## src/rtl/uart_defs.vh

```
// Shared UART constants: byte width and default packet-buffer depth.
`ifndef UART_DEFS_VH
`define UART_DEFS_VH
`define UART_BYTE_W        8
`define UART_DEPTH_DEFAULT 16
`endif

```

## src/rtl/uart_rx_pkt_buffer_pkg.sv

```systemverilog
// Types and constants shared by the UART receive packet buffer and its FIFO.
package uart_rx_pkt_buffer_pkg;
`include "uart_defs.vh"

  localparam int unsigned BYTE_W        = `UART_BYTE_W;
  localparam int unsigned DEPTH_DEFAULT = `UART_DEPTH_DEFAULT;
  localparam int unsigned ENTRY_W       = BYTE_W + 1;

  // FIFO entry: end-of-packet marker in the MSB above the byte
  typedef struct packed {
    logic              last;
    logic [BYTE_W-1:0] data;
  } rx_entry_t;
endpackage

```

## src/rtl/uart_sync_fifo.sv

```systemverilog
// Single-clock FIFO with extra-MSB wrap pointers; a pop frees space for a same-cycle push.
module uart_sync_fifo #(
  parameter int unsigned WIDTH = 9,
  parameter int unsigned DEPTH = 16
) (
  input  logic             clk,
  input  logic             rst_n,
  input  logic             push,
  input  logic             pop,
  input  logic [WIDTH-1:0] din,
  output logic [WIDTH-1:0] dout,
  output logic             full,
  output logic             empty
);
  localparam int unsigned AW = $clog2(DEPTH);
  localparam int unsigned PW = AW + 1;

  logic [PW-1:0]    wr_ptr;
  logic [PW-1:0]    rd_ptr;
  logic [WIDTH-1:0] mem [DEPTH];
  logic             push_en;
  logic             pop_en;

  assign full    = (wr_ptr[AW] != rd_ptr[AW]) && (wr_ptr[AW-1:0] == rd_ptr[AW-1:0]);
  assign empty   = (wr_ptr == rd_ptr);
  assign pop_en  = pop & ~empty;
  assign push_en = push & (~full | pop_en);

  always_ff @(posedge clk or negedge rst_n) begin
    if (!rst_n) begin
      wr_ptr <= '0;
      rd_ptr <= '0;
    end else begin
      if (push_en) wr_ptr <= wr_ptr + PW'(1);
      if (pop_en)  rd_ptr <= rd_ptr + PW'(1);
    end
  end

  // Storage is never reset; the head is gated by empty so stale words never show
  always_ff @(posedge clk) begin
    if (push_en) mem[wr_ptr[AW-1:0]] <= din;
  end

  assign dout = empty ? '0 : mem[rd_ptr[AW-1:0]];
endmodule

```

## src/rtl/uart_rx_pkt_buffer.sv

```systemverilog
// Packetizes UART receive bytes: one staged byte waits to learn whether it ends its packet.
module uart_rx_pkt_buffer
  import uart_rx_pkt_buffer_pkg::*;
#(
  parameter int unsigned DEPTH = DEPTH_DEFAULT
) (
  input  logic                   clk,
  input  logic                   rst_n,
  input  logic                   rx_ready,
  input  logic [BYTE_W-1:0]      rx_data,
  input  logic                   rx_eop,
  output logic                   m_valid,
  output logic [BYTE_W-1:0]      m_data,
  output logic                   m_last,
  input  logic                   m_ready,
  output logic [$clog2(DEPTH):0] pkt_count,
  output logic                   overflow
);
  localparam int unsigned CW = $clog2(DEPTH) + 1;

  logic              stg_valid;
  logic [BYTE_W-1:0] stg_data;
  rx_entry_t         push_entry;
  rx_entry_t         head;
  logic              push_c;
  logic              pop_c;
  logic              accept_c;
  logic              full;
  logic              empty;
  logic              inc_c;
  logic              dec_c;

  // The staged byte leaves on the next byte (last=0) or on end-of-packet (last=1)
  assign push_c          = stg_valid & (rx_ready | rx_eop);
  assign push_entry.last = rx_eop;
  assign push_entry.data = stg_data;
  assign pop_c           = m_ready & ~empty;
  assign accept_c        = ~full | pop_c;
  assign inc_c           = push_c & push_entry.last & accept_c;
  assign dec_c           = pop_c & head.last;

  always_ff @(posedge clk or negedge rst_n) begin
    if (!rst_n) begin
      stg_valid <= 1'b0;
      stg_data  <= '0;
    end else if (rx_ready) begin
      stg_valid <= 1'b1;
      stg_data  <= rx_data;
    end else if (rx_eop) begin
      stg_valid <= 1'b0;
    end
  end

  always_ff @(posedge clk or negedge rst_n) begin
    if (!rst_n) begin
      pkt_count <= '0;
      overflow  <= 1'b0;
    end else begin
      if (push_c && !accept_c) overflow <= 1'b1;
      case ({inc_c, dec_c})
        2'b10:   pkt_count <= pkt_count + CW'(1);
        2'b01:   pkt_count <= pkt_count - CW'(1);
        default: pkt_count <= pkt_count;
      endcase
    end
  end

  uart_sync_fifo #(
    .WIDTH (ENTRY_W),
    .DEPTH (DEPTH)
  ) u_fifo (
    .clk   (clk),
    .rst_n (rst_n),
    .push  (push_c),
    .pop   (m_ready),
    .din   (push_entry),
    .dout  (head),
    .full  (full),
    .empty (empty)
  );

  assign m_valid = ~empty;
  assign m_data  = head.data;
  assign m_last  = head.last;
endmodule

```

## config.mk

```make
export PLATFORM = sky130hd
export DESIGN_NAME = uart_rx_pkt_buffer
export DESIGN_NICKNAME = d
export VERILOG_FILES = /design/src/rtl/uart_rx_pkt_buffer_pkg.sv /design/src/rtl/uart_sync_fifo.sv /design/src/rtl/uart_rx_pkt_buffer.sv
export VERILOG_INCLUDE_DIRS = /design/src /design/src/rtl
export SDC_FILE = /design/constraint.sdc
export NUM_CORES = 1
export LEC_CHECK = 0
export ABC_AREA = 0
export CAP_MARGIN = 20
export CORE_ASPECT_RATIO = 1.2
export CORE_MARGIN = 2
export CORE_UTILIZATION = 45
export CTS_CLUSTER_DIAMETER = 80
export DETAILED_ROUTE_END_ITERATION = 16
export PLACE_DENSITY = 0.7
export SYNTH_ARGS = -nofsm -noshare
export SYNTH_HDL_FRONTEND = slang
export SYNTH_HIERARCHICAL = 1
export SYNTH_SLANG_ARGS = --single-unit
export TNS_END_PERCENT = 100
```

## constraint.sdc

```tcl
create_clock -name clk -period 9.7 [get_ports clk]
set_clock_uncertainty 0.2 [all_clocks]
set_input_delay 1.455 -clock clk [delete_from_list [all_inputs] [get_ports clk]]
set_output_delay 1.455 -clock clk [all_outputs]
set_load 0.05 [all_outputs]
```

==> results_dict.tcl <==
set metrics [dict create \
    outcome "finished, final reports clean" \
    grt_antenna_before_repair 0 \
    final_hold_viol_count 0 \
    ant_nets 0 \
    avgRoutedWirePerCell_microns 22.4 \
    nNetsFinal 417 \
    core_area_sq_um 15500 \
    final_layout_size_suffix_gt1_frac 0.174 \
    die_y_microns 141 \
    drt_iter0_drc 340 \
    fin_crit_sh 0.536 \
    wirelength_microns 13800 \
    relSlewSlack 0.310 \
    clk_latency_ns 0.41 \
    cts_tree "done" \
    startpoint "u_fifo/rd_ptr[0]" \
    grt_max_degree 40 \
    endpoint_kind "primary output" \
    synth-edff-count 144 \
    synthFlopType "edfxtp_1" \
    ys_warn_count 6 \
    dieArea_sq_um 16800 \
    cts_max_level 4 \
    placed_cell_area_sq_um 7490 \
    n_antenna_cell 0 \
    viasPerCell 5.64 \
    tightest_slew_ns 1.03 \
    cp_max_fo 34 \
    rsz0062_at_grt "no" \
    fin_crit_ns 5.20 \
    drc 0 \
    cts.sinks 169 \
    maxCapViolations 0 \
    start_kind "flop" \
    vdd_drop_max_mv 0.207 \
    syn-cell-area_sq_um 7080 \
    area_growth_pct 15.0 \
    dp.cells 583 \
    setup_tns_ns 0 \
    cts-root-buf "clkbuf_16" \
    p_leak_nw 2.84 \
    dpl.hpwl_microns 8490 \
    async_reset_ff_frac 0.148 \
    syn_area_per_cell_sq_um 19.5 \
    grt_pass1_vias 3603 \
    floorplan.initialDensity 0.456 \
    layoutNonFillerInstCount 616 \
    numPortBuffers 28 \
    synth.net_count 385 \
    worstHoldStart "pkt_count[4]" \
    worstSetupPathType "reg2out" \
    synth_cells 363 \
    gr-usage-all-layers 0.177 \
    reg2reg_from "u_fifo/rd_ptr[0]" \
    clk_path_buf_depth 2 \
    cts-buffers-inserted 17 \
    slew_viol_final 0 \
    p_per_area_nw_per_um2 334 \
    vias 3476 \
    finalSetupViolations 0 \
    grt_overflow_total 0 \
    stdcell_area_sq_um 8140 \
    gp_congestion 0.724 \
    ys_seq_area_frac 0.699 \
    synth-seq-cells 169 \
    final_cell_mix "edfxtp_1, clkdlybuf4s50_1, dfrtp_1" \
    grt_pass1_wl_microns 21700 \
    cts_hold_buf 0 \
    critPathArrivalTime_ns 3.54 \
    io_pins 29 \
    drtPass1Iterations 4 \
    rows 50 \
    clkTransAtPathRegs_ns 0.07 \
    hold_path_class "reg2reg" \
    final_common_cell "edfxtp_1" \
    critPathRequiredTime_ns 8.05 \
    fmax_ghz 0.192 \
    die_x_microns 119 \
    ys_types 42 \
    post_cts_buffers 0 \
    cts_resized 0 \
]
-- cell usage after synthesis (4+ instances only) --
| library cell | number | area share |
|---|---|---|
| mux4_2 | 15 | 0.048 |
| nor2b_1 | 6 | 0.0053 |
| xor2_1 | 9 | 0.011 |
| nand2_1 | 4 | 0.0021 |
| xnor2_1 | 6 | 0.0074 |
| a22oi_1 | 18 | 0.019 |
| buf_4 | 4 | 0.0042 |
| mux2_2 | 9 | 0.014 |
| buf_6 | 4 | 0.0064 |
| mux4_1 | 21 | 0.078 |
| inv_1 | 7 | 0.0037 |
| dfrtp_1 | 25 | 0.088 |
| nor3b_1 | 4 | 0.0042 |
| ha_1 | 9 | 0.016 |
| nand3_1 | 4 | 0.0028 |
| buf_2 | 7 | 0.0049 |
| edfxtp_1 | 144 | 0.61 |
| a21oi_1 | 11 | 0.0078 |
| nor2_1 | 11 | 0.0058 |
| and3_1 | 13 | 0.011 |
| o21ai_1 | 4 | 0.0028 |
-- sequential cells by signal (all words and copies together), names as in the netlist --
signal and flops:
stg_valid 1, u_fifo/wr_ptr 5, pkt_count 5, u_fifo/mem 144, overflow 1, stg_data 8, u_fifo/rd_ptr 5
-- final cells by class --
| type | count | area, sq um |
|---|---|---|
| fill | 1259 | 7370 |
| sequential | 169 | 4950 |
| multi-input combinational | 167 | 1950 |
| clock buffer | 17 | 425 |
| timing repair buffer | 33 | 322 |
| tap | 208 | 260 |
| clock inverter | 15 | 213 |
| inverter | 7 | 26.3 |
-- metal layers --
metal | part of all wire | vias up | wire length, microns | GRT usage
li1 | - | 1536 | - | -
met4 | 0.020 | 0 | 271 | 0.0664
met1 | 0.43 | 1804 | 5990 | 0.236
met5 | 0 | - | 0 | 0
met2 | 0.50 | 118 | 6880 | 0.287
met3 | 0.049 | 18 | 682 | 0.0406
-- power by group --
part,switching (mW),internal [mW]
sequential,0.0961,0.902
combinational,0.598,0.404
clock,0.283,0.438
-- critical path, cell delays in order, from the launching register on --
cell and delay, ns:
dfrtp_2 0.48, buf_4 0.55, xnor2_1 0.24, nand4_4 0.18
nor2_1 0.76, a21oi_1 0.14, clkdlybuf4s50_1 0.76
-- cell families after synthesis --
logic type               Yosys count  synth area share
flip-flops                       169             0.699
adder cells (fa/ha/maj)            9            0.0159
buffers and inverters             27            0.0265
XOR/XNOR                          19            0.0309
multiplexers                      47             0.143
AND/OR/NAND/NOR                   50            0.0414
AO/OA/AOI/OAI                     42            0.0431
-- worst paths after layout --
| path | to | slack [ns] | depth (start not counted) |
|---|---|---|---|
| min in group asynchronous | pkt_count[3] | 1.21 | 2 |
| worst min register to register | pkt_count[4] | 0.28 | 1 |
| max in group asynchronous | u_fifo/rd_ptr[0] | 7.80 | 2 |
| worst max-delay path | m_last | 4.50 | 6 |
| worst min-delay path | pkt_count[4] | 0.28 | 1 |
| worst max register to register | pkt_count[4] | 5.31 | 13 |
-- stage by stage --
step                hold slack, ns  total power [mW]  setup slack (ns)  utilization
finish                       0.277              2.72              4.50        0.525
global route                 0.297              2.85              4.24        0.525
CTS                          0.282              2.75              4.46        0.524
detailed placement           0.263              2.02              4.95        0.483
global placement             0.263              2.00              5.00        0.483
floorplan                    0.265              1.76              5.96            -
Note: power is estimated with default switching activity, not from simulation.
